<file path="src/rtl/sa_skew_feature_loader_if.sv">
// Bundle of the loader's controller handshake, memory read port and array-facing lanes.
// The controller pulses start while busy is low; the loader raises busy from the next cycle, pulses done with the final sa_en, and drops busy one cycle later.
interface sa_skew_feature_loader_if #(
  parameter int DATA_W = 8,
  parameter int ADDR_W = 6,
  parameter int ROWS   = 3
);
  logic                     start;
  logic [ADDR_W-1:0]        feature_base;
  logic                     busy;
  logic                     done;
  logic [ADDR_W-1:0]        addr;
  logic                     rd_en;
  logic [DATA_W-1:0]        q;
  logic [ROWS*DATA_W-1:0]   features;
  logic                     sa_en;

  modport master (
    output start, feature_base, q,
    input  busy, done, addr, rd_en, features, sa_en
  );

  modport slave (
    input  start, feature_base, q,
    output busy, done, addr, rd_en, features, sa_en
  );
endinterface

</file>
<file path="src/rtl/sa_skew_feature_loader.sv">
// Streams a ROWS x COLS feature tile from 1-cycle-latency memory into skewed systolic lanes.
// Optional macro FEATURE_LOADER_ABORT_EN adds an i_abort input that cancels a running tile.
module sa_skew_feature_loader #(
  parameter int DATA_W     = 8,
  parameter int ADDR_W     = 6,
  parameter int ROWS       = 3,
  parameter int COLS       = 3,
  parameter int ROW_STRIDE = 3
) (
  input  logic                      i_clk,
  input  logic                      i_rst,
`ifdef FEATURE_LOADER_ABORT_EN
  input  logic                      i_abort,
`endif
  sa_skew_feature_loader_if.slave   bus,
  output logic [1:0]                o_dbg_state
);
  localparam int S   = COLS + ROWS - 1;
  localparam int T_W = (S > 1) ? $clog2(S) : 1;
  localparam int R_W = (ROWS > 1) ? $clog2(ROWS) : 1;

  typedef enum logic [1:0] {
    ST_IDLE  = 2'd0,
    ST_LOAD  = 2'd1,
    ST_DRAIN = 2'd2
  } state_t;

  state_t            r_state, w_next;
  logic [T_W-1:0]    r_t;
  logic [R_W-1:0]    r_r;
  logic [ADDR_W-1:0] r_base;
  logic              r_p_act, r_p_rd, r_p_last, r_p_final;
  logic [R_W-1:0]    r_p_lane;
  logic [DATA_W-1:0] r_lane [ROWS];
  logic              r_sa_en, r_done;

  logic              w_abort, w_start, w_slot, w_row_last, w_step_last, w_valid;
  logic [31:0]       w_e;
  logic [ADDR_W-1:0] w_row_off, w_addr;
  logic [ROWS*DATA_W-1:0] w_features;

`ifdef FEATURE_LOADER_ABORT_EN
  assign w_abort = i_abort && (r_state != ST_IDLE);
`else
  assign w_abort = 1'b0;
`endif

  assign w_start     = bus.start && (r_state == ST_IDLE);
  assign w_slot      = (r_state == ST_LOAD);
  assign w_row_last  = (r_r == R_W'(ROWS - 1));
  assign w_step_last = (r_t == T_W'(S - 1));

  // Slot (t,r) carries element e=t-r; anything outside 0..COLS-1 is a zero-fill slot.
  assign w_e       = 32'(r_t) - 32'(r_r);
  assign w_valid   = w_slot && (32'(r_t) >= 32'(r_r)) && (w_e < 32'(COLS));
  assign w_row_off = ADDR_W'(32'(r_r) * 32'(ROW_STRIDE));
  assign w_addr    = r_base + w_row_off + ADDR_W'(w_e);

  always_comb begin
    w_next = r_state;
    case (r_state)
      ST_IDLE:  if (bus.start) w_next = ST_LOAD;
      ST_LOAD:  if (w_row_last && w_step_last) w_next = ST_DRAIN;
      ST_DRAIN: if (r_done) w_next = ST_IDLE;
      default:  w_next = ST_IDLE;
    endcase
    if (w_abort) w_next = ST_IDLE;
  end

  always_ff @(posedge i_clk) begin
    if (i_rst) r_state <= ST_IDLE;
    else       r_state <= w_next;
  end

  always_ff @(posedge i_clk) begin
    if (i_rst) begin
      r_base <= '0;
      r_t    <= '0;
      r_r    <= '0;
    end else if (w_start) begin
      r_base <= bus.feature_base;
      r_t    <= '0;
      r_r    <= '0;
    end else if (w_slot && !w_abort) begin
      if (w_row_last) begin
        r_r <= '0;
        r_t <= r_t + T_W'(1);
      end else begin
        r_r <= r_r + R_W'(1);
      end
    end
  end

  // Slot info travels one stage alongside the memory read so the lane write lines up with q.
  always_ff @(posedge i_clk) begin
    if (i_rst || w_abort) begin
      r_p_act   <= 1'b0;
      r_p_rd    <= 1'b0;
      r_p_last  <= 1'b0;
      r_p_final <= 1'b0;
      r_p_lane  <= '0;
    end else begin
      r_p_act   <= w_slot;
      r_p_rd    <= w_valid;
      r_p_last  <= w_slot && w_row_last;
      r_p_final <= w_slot && w_row_last && w_step_last;
      r_p_lane  <= r_r;
    end
  end

  always_ff @(posedge i_clk) begin
    if (i_rst || w_abort) begin
      r_sa_en <= 1'b0;
      r_done  <= 1'b0;
      for (int i = 0; i < ROWS; i++) r_lane[i] <= '0;
    end else begin
      r_sa_en <= r_p_act && r_p_last;
      r_done  <= r_p_act && r_p_final;
      for (int i = 0; i < ROWS; i++) begin
        if (r_p_act && (r_p_lane == R_W'(i))) r_lane[i] <= r_p_rd ? bus.q : '0;
      end
    end
  end

  always_comb begin
    w_features = '0;
    for (int i = 0; i < ROWS; i++) w_features[i*DATA_W +: DATA_W] = r_lane[i];
  end

  assign bus.features = w_features;
  assign bus.rd_en    = w_valid;
  assign bus.addr     = w_valid ? w_addr : r_base;
  assign bus.busy     = (r_state != ST_IDLE);
  assign bus.sa_en    = r_sa_en;
  assign bus.done     = r_done;
  assign o_dbg_state  = r_state;
endmodule

</file>
<file path="src/flat_wrapper.sv">
// flat-port wrapper written by rule: the top's interface ports become plain ports
module sa_skew_feature_loader_flat 
#(
  parameter int DATA_W     = 8,
  parameter int ADDR_W     = 6,
  parameter int ROWS       = 3,
  parameter int COLS       = 3,
  parameter int ROW_STRIDE = 3
)
  (i_clk, i_rst, o_dbg_state, bus_start, bus_feature_base, bus_q, bus_busy, bus_done, bus_addr, bus_rd_en, bus_features, bus_sa_en);
  sa_skew_feature_loader_if #(.DATA_W(DATA_W), .ADDR_W(ADDR_W), .ROWS(ROWS)) bus_i ();
  input  logic i_clk;
  input  logic i_rst;
  output logic [1:0] o_dbg_state;
  input wire logic [$bits(bus_i.start)-1:0] bus_start;
  input wire logic [$bits(bus_i.feature_base)-1:0] bus_feature_base;
  input wire logic [$bits(bus_i.q)-1:0] bus_q;
  output wire logic [$bits(bus_i.busy)-1:0] bus_busy;
  output wire logic [$bits(bus_i.done)-1:0] bus_done;
  output wire logic [$bits(bus_i.addr)-1:0] bus_addr;
  output wire logic [$bits(bus_i.rd_en)-1:0] bus_rd_en;
  output wire logic [$bits(bus_i.features)-1:0] bus_features;
  output wire logic [$bits(bus_i.sa_en)-1:0] bus_sa_en;
  assign bus_i.start = bus_start;
  assign bus_i.feature_base = bus_feature_base;
  assign bus_i.q = bus_q;
  assign bus_busy = bus_i.busy;
  assign bus_done = bus_i.done;
  assign bus_addr = bus_i.addr;
  assign bus_rd_en = bus_i.rd_en;
  assign bus_features = bus_i.features;
  assign bus_sa_en = bus_i.sa_en;
  sa_skew_feature_loader #(.DATA_W(DATA_W), .ADDR_W(ADDR_W), .ROWS(ROWS), .COLS(COLS), .ROW_STRIDE(ROW_STRIDE)) u_core (.i_clk(i_clk), .i_rst(i_rst), .bus(bus_i), .o_dbg_state(o_dbg_state));
endmodule
</file>
<file path="config.mk">
export PLATFORM = sky130hd
export DESIGN_NAME = sa_skew_feature_loader_flat
export DESIGN_NICKNAME = d
export VERILOG_FILES = /design/src/rtl/sa_skew_feature_loader_if.sv /design/src/rtl/sa_skew_feature_loader.sv /design/src/flat_wrapper.sv
export SDC_FILE = /design/constraint.sdc
export NUM_CORES = 1
export LEC_CHECK = 0
export CELL_PAD_IN_SITES_DETAIL_PLACEMENT = 0
export CELL_PAD_IN_SITES_GLOBAL_PLACEMENT = 1
export CORE_MARGIN = 2
export CORE_UTILIZATION = 34
export CTS_CLUSTER_DIAMETER = 30
export DETAILED_ROUTE_END_ITERATION = 6
export MAX_ROUTING_LAYER = met4
export PLACE_DENSITY_LB_ADDON = 0.1
export REMOVE_ABC_BUFFERS = 1
export SETUP_SLACK_MARGIN = 0.2
export SYNTH_ARGS = -nofsm -noshare
export SYNTH_HDL_FRONTEND = slang
export SYNTH_SLANG_ARGS = --single-unit
</file>
<file path="constraint.sdc">
create_clock -name i_clk -period 3.8 [get_ports i_clk]
set_clock_uncertainty 0.05 [all_clocks]
set_input_delay 0.95 -clock i_clk [delete_from_list [all_inputs] [get_ports i_clk]]
set_output_delay 0.95 -clock i_clk [all_outputs]
set_load 0.02 [all_outputs]
</file>
Yosys cells after proc, flatten, opt, wreduce, memory -nomap -nowiden
Memories as Yosys holds them, arrays and structs flattened.
Index checks and enable logic that the tools add are counted.
{"block": "classes", "add_sub_neg": 5, "n_mul": 1, "magnitude_cmp": 2, "eq_ne": 9, "mux": 21, "bitwise": 3, "reduce_logical": 17}
{"op": "$lt 32x2->1 const B", "count": 1}
{"op": "$mux 8", "count": 4}
{"op": "$logic_and 1x1->1", "count": 11}
{"op": "$mux 1", "count": 11}
{"op": "$mux 2", "count": 4}
{"op": "$add 6x4->6", "count": 1}
{"op": "$add 6x6->6", "count": 1}
{"op": "$eq 2x2->1 const B", "count": 3}
{"op": "$mux 6", "count": 1}
{"op": "$pmux 2 s3", "count": 1}
{"op": "$eq 2x1->1 const B", "count": 2}
{"op": "$logic_not 2->1", "count": 2}
{"op": "$mul 2x2->4 const B", "count": 1}
{"op": "$ne 2x2->1 const B", "count": 2}
{"op": "$sub 3x2->4", "count": 1}
{"op": "$add 3x1->3 const B", "count": 1}
{"op": "$eq 3x3->1 const B", "count": 1}
{"op": "$ge 3x2->1", "count": 1}
{"op": "$or 1x1->1", "count": 3}
{"op": "$reduce_and 3->1", "count": 1}
{"op": "$add 2x1->2 const B", "count": 1}
{"op": "$ne 2x1->1 const B", "count": 1}
{"op": "$reduce_and 2->1", "count": 1}
{"op": "$reduce_bool 2->1", "count": 1}
{"op": "$reduce_or 2->1", "count": 1}
{"block": "word_totals", "register_bits": 21, "ramBits": 24, "in_bits": 17, "output_inout_bits": 36, "word_cells": 70, "mem_count": 1}
{"name": "u_core.r_lane", "words": 3, "word_bits": 8, "rd": 3, "rd_ports_with_merged_regs": 0, "wr": 3, "line_no": "sa_skew_feature_loader.sv:34", "text": "logic [DATA_W-1:0] r_lane [ROWS];"}

Logic depth before layout (Yosys ltp)
{"block": "logic_depth", "ltp_word": 6, "depth_mapped": 14, "mapped_depth_nobuf": 14}

Least setup slack after synthesis
Ideal clock, no wire load.
{"block": "synth_timing", "kind": "reg-to-output", "start": "register u_core.r_r[0]", "end": "output port bus_addr[5]", "arrival_time_ps": 3294, "t_required_ps": 2800, "slack_ps": -494, "path_stages_with_launch": 13, "path_buffers": 0, "path_cell_list": "dfxtp_1 -> ha_1 -> fa_1 -> inv_1 -> fa_1 -> inv_1 -> fa_1 -> fa_1 -> nand2b_1 -> a21oi_1 -> xnor2_1 -> nor2_2 -> xor2_1"}
{"block": "synth_between", "elab_chain_len": 4, "elab_cells_between_ends": 9, "classes_between": "add/sub: 3; mul: 1; order compare: 2; mux: 1; reduce/logical: 2"}
{"item": "from (decl)", "line_no": "sa_skew_feature_loader.sv:30", "text": "logic [R_W-1:0] r_r;"}
{"item": "from (signal assigned)", "line_no": "sa_skew_feature_loader.sv:89", "text": "r_r <= r_r + R_W'(1);"}
{"item": "$mul 2x2->4, or another cell as far along", "line_no": "sa_skew_feature_loader.sv:56", "text": "assign w_row_off = ADDR_W'(32'(r_r) * 32'(ROW_STRIDE));"}
{"item": "$add 6x4->6, or another cell as far along", "line_no": "sa_skew_feature_loader.sv:57", "text": "assign w_addr = r_base + w_row_off + ADDR_W'(w_e);"}
{"item": "$add 6x6->6 / $logic_and 1x1->1 (equally long branches)", "line_no": "sa_skew_feature_loader.sv:57, sa_skew_feature_loader.sv:55"}
{"item": "$mux 6 (*)", "line_no": "sa_skew_feature_loader.sv:132", "text": "assign bus.addr = w_valid ? w_addr : r_base;"}
{"item": "to (decl)", "line_no": "flat_wrapper.sv:20", "text": "output wire logic [$bits(bus_i.addr)-1:0] bus_addr;"}
Mark *: on every way between the ends. The rest lies on a longest branch, timed or not.

Final worst setup path
{"block": "layout_timing", "start": "register u_core.r_t[0]", "end": "output port bus_addr[5]"}
{"block": "layout_between", "elab_chain_len": 4, "elab_cells_between_ends": 7, "classes_between": "add/sub: 2; order compare: 2; mux: 1; reduce/logical: 2"}
{"item": "from (decl)", "line_no": "sa_skew_feature_loader.sv:29", "text": "logic [T_W-1:0] r_t;"}
{"item": "from (signal assigned)", "line_no": "sa_skew_feature_loader.sv:87", "text": "r_t <= r_t + T_W'(1);"}
{"item": "$sub 3x2->4 / $ge 3x2->1 (equally long branches)", "line_no": "sa_skew_feature_loader.sv:54, sa_skew_feature_loader.sv:55"}
{"item": "$lt 32x2->1 / $logic_and 1x1->1 (equally long branches)", "line_no": "sa_skew_feature_loader.sv:55", "text": "assign w_valid = w_slot && (32'(r_t) >= 32'(r_r)) && (w_e < 32'(COLS));"}
{"item": "$logic_and 1x1->1", "line_no": "sa_skew_feature_loader.sv:55"}
{"item": "$mux 6 (*)", "line_no": "sa_skew_feature_loader.sv:132"}
Marked as above.

==> summary by stage <==
Setup path
Walking the worst path, the cells encountered are inv_2, ha_4, fa_2, inv_2, fa_2, inv_2, fa_1, fa_2, nand2b_4, a21oi_4, xnor2_2, nor2_2, xor2_1, buf_4. STA classifies the critical path startpoint as a flip-flop. The cell with the largest stage delay on the worst path is sky130_fd_sc_hd__fa_2. STA puts the critical path data required time at 2800 ps. The critical path arrival is 3380 ps. The worst setup path is captured at an output pin. The worst-path maximum fanout is 2. The kind of critical path is flip-flop to output pin. On the worst path, the slowest cell contributes a delay of about 540 ps.

Timing
For this run, the top clock speed supported by timing is between 200 and 250 MHz. For the pin with the worst max-slew slack, the measured transition is roughly 600 ps. Counting I/O delays and the setup requirement, the final critical path takes 4380 ps.

Across all setup checks in the final design, the least slack found is -575 ps. The count of final hold-check violations is 0. The number of slew-limit violations in the final report is 0. Setup repair after global routing could not meet its margin everywhere. Setup violations remaining at the end of the flow were counted as 4. After routing, the total negative slack on setup checks comes to -1710 ps.

In the finished design, the share of the clock period the worst path needs comes to 1.15. The tightest hold margin is approximately 380 ps. Measured against its own limit, the worst slew margin works out to 0.607.

Final layout
The number of antenna diodes is 0. The final layout contains just over 300 nets. Compared with the post-synthesis result, the final layout area differs by 50.3%. Of the cells placed in the final design, the portion with a size suffix greater than 1 is 0.269.

In the layout the commonest cells are sky130_fd_sc_hd__clkdlybuf4s50_1 (45), sky130_fd_sc_hd__buf_4 (29), sky130_fd_sc_hd__edfxtp_1 (24). Leaving out fill and tap cells, the most frequent cell in the layout is sky130_fd_sc_hd__clkdlybuf4s50_1.

Floorplan
The core box area is roughly 6000 sq um. 53 I/O pins were placed. The starting utilization of the core area is 0.355. The floorplan die area is 6900 sq um. The floorplan die width is approximately 83 um. Measured along the y axis, the die boundary spans 83.1 um. After floorplanning, the core was divided into 28 placement rows.

Status
The final reports fail on setup timing. The run finished, with violations left.

Placement
Port buffering added 52 buffers. After legalization and detailed placement, the total HPWL measured roughly 3100 um. The weighted congestion at the end of routability-driven global placement is between 0.7 and 0.8.

Global routing
The pin count of the biggest net entering global routing is 17. The total congestion overflow after global routing is 0. The global routing usage summed across all routing layers is 0.127. The initial antenna violation count is 0. The wire length of the first global-routing pass is between 6000 and 7000 um. The number of global-route vias before repair is between 1000 and 1500.

Drt
In the final routed layout, each cell accounts on average for between 10 and 15 um. The final routed DRC violation total is 0. The post-detailed-route via-to-cell ratio is roughly 4.4. The violation count after the first detailed-routing iteration is 53. Detailed routing inserted a total of 1526 vias. The routed design has 4170 um of wire. The final antenna-violating net count is 0. The number of iterations in the first detailed-routing pass is 4.

Synth
The synthesized design contains 45 register bits. Counting every instance in the synthesized netlist gives 183. The count of warnings emitted by yosys is 0. The area of the mapped netlist is 2130 sq um.

The sequential cell area fraction in the yosys report is 0.537. The per-instance average area after synthesis is approximately 12 sq um. The distinct cell type count of the synthesized netlist is 32.

Clock tree
The H-tree was split into 2 levels. CTS saw 45 sinks. The total CTS buffers is 5. The longest clock path from root to sink contains 2 buffers. For the worst-skew pair, the clock arrives at the later sink with an insertion delay of roughly 290 ps. TritonCTS built the clock tree. After clock tree synthesis, the clock-pin slew on the worst setup and hold paths is 80 ps. The root buffer cell is sky130_fd_sc_hd__clkbuf_8.

Power and ir drop
The clock power share is 0.315. The share of total power dissipated in sequential elements is 0.489. The static leakage is roughly 1.4 nW. Summing internal, switching and leakage power gives between 1 and 1.5 mW.

The internal power of the cells is ~0.84 mW. Of the total power, the share spent switching nets is 0.238. IR analysis of the VDD net gives a maximum drop of 0.165 mV. The switching component of the power is 0.262 mW. The total power divided by cell area is about 340 nW/um^2. The portion of total power attributed to combinational logic is 0.196.

Min path
The path class of the tightest hold or removal check is flip-flop to flip-flop.

Job
The tool flagged a number of max-cap violations equal to 0.
[layout make-up]
cell class              count  area [sq um]
clock buffers               6          72.6
well taps                  75          93.8
multi-input cells         114          1000
inverters                  21          78.8
fillers                   524          2800
flip-flops and latches     45          1140
clock inverters             2          35.0
repair buffers             83           767
[layer usage]
layer	track usage	wire, um
met1	0.161	1930
met2	0.199	2010
met3	0.0258	151
met4	0.0492	72
met5	-	0
[flip-flops by register name, summed over array words and instances (netlist names)]
signal              count
u_core.r_lane          24
u_core.r_base           6
u_core.r_t              3
u_core.o_dbg_state      2
u_core.r_p_lane         2
u_core.r_r              2
u_core.bus.done         1
u_core.bus.sa_en        1
u_core.r_p_act          1
u_core.r_p_final        1
u_core.r_p_last         1
u_core.r_p_rd           1
[through the flow]
stage               instances  setup WS [ps]  cell area, sq um   util
finish                    346           -575              3190  0.533
global route              346           -707              3190  0.533
CTS                       343           -632              3120  0.520
detailed placement        328           -942              2880  0.480
global placement          328           -901              2880  0.480
floorplan                 180           -495              2100      -
[Yosys cell counts]
| cell | instances | area share |
|---|---|---|
| sky130_fd_sc_hd__edfxtp_1 | 24 | 0.34 |
| sky130_fd_sc_hd__nor2_1 | 22 | 0.039 |
| sky130_fd_sc_hd__dfxtp_1 | 21 | 0.20 |
| sky130_fd_sc_hd__inv_1 | 21 | 0.037 |
| sky130_fd_sc_hd__ha_1 | 17 | 0.10 |
| sky130_fd_sc_hd__and2_1 | 12 | 0.035 |
| sky130_fd_sc_hd__a21oi_1 | 9 | 0.021 |
| sky130_fd_sc_hd__nand2_1 | 7 | 0.012 |
| sky130_fd_sc_hd__fa_1 | 5 | 0.047 |
| sky130_fd_sc_hd__xor2_1 | 5 | 0.021 |
| sky130_fd_sc_hd__mux2i_1 | 4 | 0.019 |
| sky130_fd_sc_hd__o21ai_0 | 4 | 0.0094 |
| sky130_fd_sc_hd__xnor2_1 | 4 | 0.016 |
| sky130_fd_sc_hd__a31o_2 | 3 | 0.012 |
| sky130_fd_sc_hd__nor2b_1 | 3 | 0.0088 |
| sky130_fd_sc_hd__a21o_1 | 2 | 0.0071 |
| sky130_fd_sc_hd__nand2b_1 | 2 | 0.0059 |
| sky130_fd_sc_hd__nand3_1 | 2 | 0.0047 |
| sky130_fd_sc_hd__nor2_2 | 2 | 0.0059 |
| sky130_fd_sc_hd__or2_2 | 2 | 0.0059 |
| sky130_fd_sc_hd__a2111oi_0 | 1 | 0.0041 |
| sky130_fd_sc_hd__and2b_1 | 1 | 0.0035 |
| sky130_fd_sc_hd__and3_1 | 1 | 0.0029 |
| sky130_fd_sc_hd__buf_4 | 1 | 0.0035 |
| sky130_fd_sc_hd__buf_6 | 1 | 0.0053 |
| sky130_fd_sc_hd__clkbuf_1 | 1 | 0.0018 |
| sky130_fd_sc_hd__mux2_2 | 1 | 0.0053 |
| sky130_fd_sc_hd__mux2_4 | 1 | 0.0071 |
| sky130_fd_sc_hd__nand4b_4 | 1 | 0.011 |
| sky130_fd_sc_hd__nor3b_1 | 1 | 0.0035 |
| sky130_fd_sc_hd__o21a_1 | 1 | 0.0035 |
| sky130_fd_sc_hd__o21bai_1 | 1 | 0.0035 |
[cell families after synthesis]
| logic type | Yosys count | synth area share |
|---|---|---|
| AOI/OAI and AO/OA | 21 | 0.0612 |
| DFF | 45 | 0.537 |
| adders and majority gates | 22 | 0.147 |
| xor gates and xnor gates | 9 | 0.0371 |
| buffers and inverters | 24 | 0.0477 |
| and+or+nand+nor | 56 | 0.139 |
| muxes | 6 | 0.0312 |
[worst max-delay path, delay by kind of cell (launching register included)]
kind                     cells  cell delay [ps]
adder cells (fa/ha/maj)      5             1830
XOR/XNOR                     2              280
AO/OA/AOI/OAI                1              130
buffers and inverters        4              310
flip-flops                   1              340
AND/OR/NAND/NOR              2              200
[path summary, 6_finish.rpt]
check / startpoint / end / slack (ps) / cells after the start
min: u_core.r_p_final$_SDFF_PP0_ / u_core.bus.done$_SDFF_PP0_ / 380 / 1
max: u_core.r_t[0]$_SDFFE_PP0P_ / bus_addr[5] / -580 / 14
max reg2reg: u_core.r_t[0]$_SDFFE_PP0P_ / u_core.r_p_rd$_SDFF_PP0_ / 1710 / 11
min reg2reg: u_core.r_p_final$_SDFF_PP0_ / u_core.bus.done$_SDFF_PP0_ / 380 / 1
[power by group through the flow]
stage,clock network (mW),logic (mW),registers (mW)
3_3_place_gp,0,0.188,0.549
2_1_floorplan,0,0.0781,0.565
3_5_place_dp,0,0.188,0.549
6_report,0.347,0.216,0.537
5_1_grt,0.379,0.235,0.540
4_1_cts,0.358,0.209,0.538
[what timing repair did]
action,4_1_cts,5_1_grt
pin swaps,16,12
setup buffers,7,3
setup endpoints to repair,7,7
gates resized for setup,60,9
hold buffers,0,0
(Power assumes the default switching activity.)
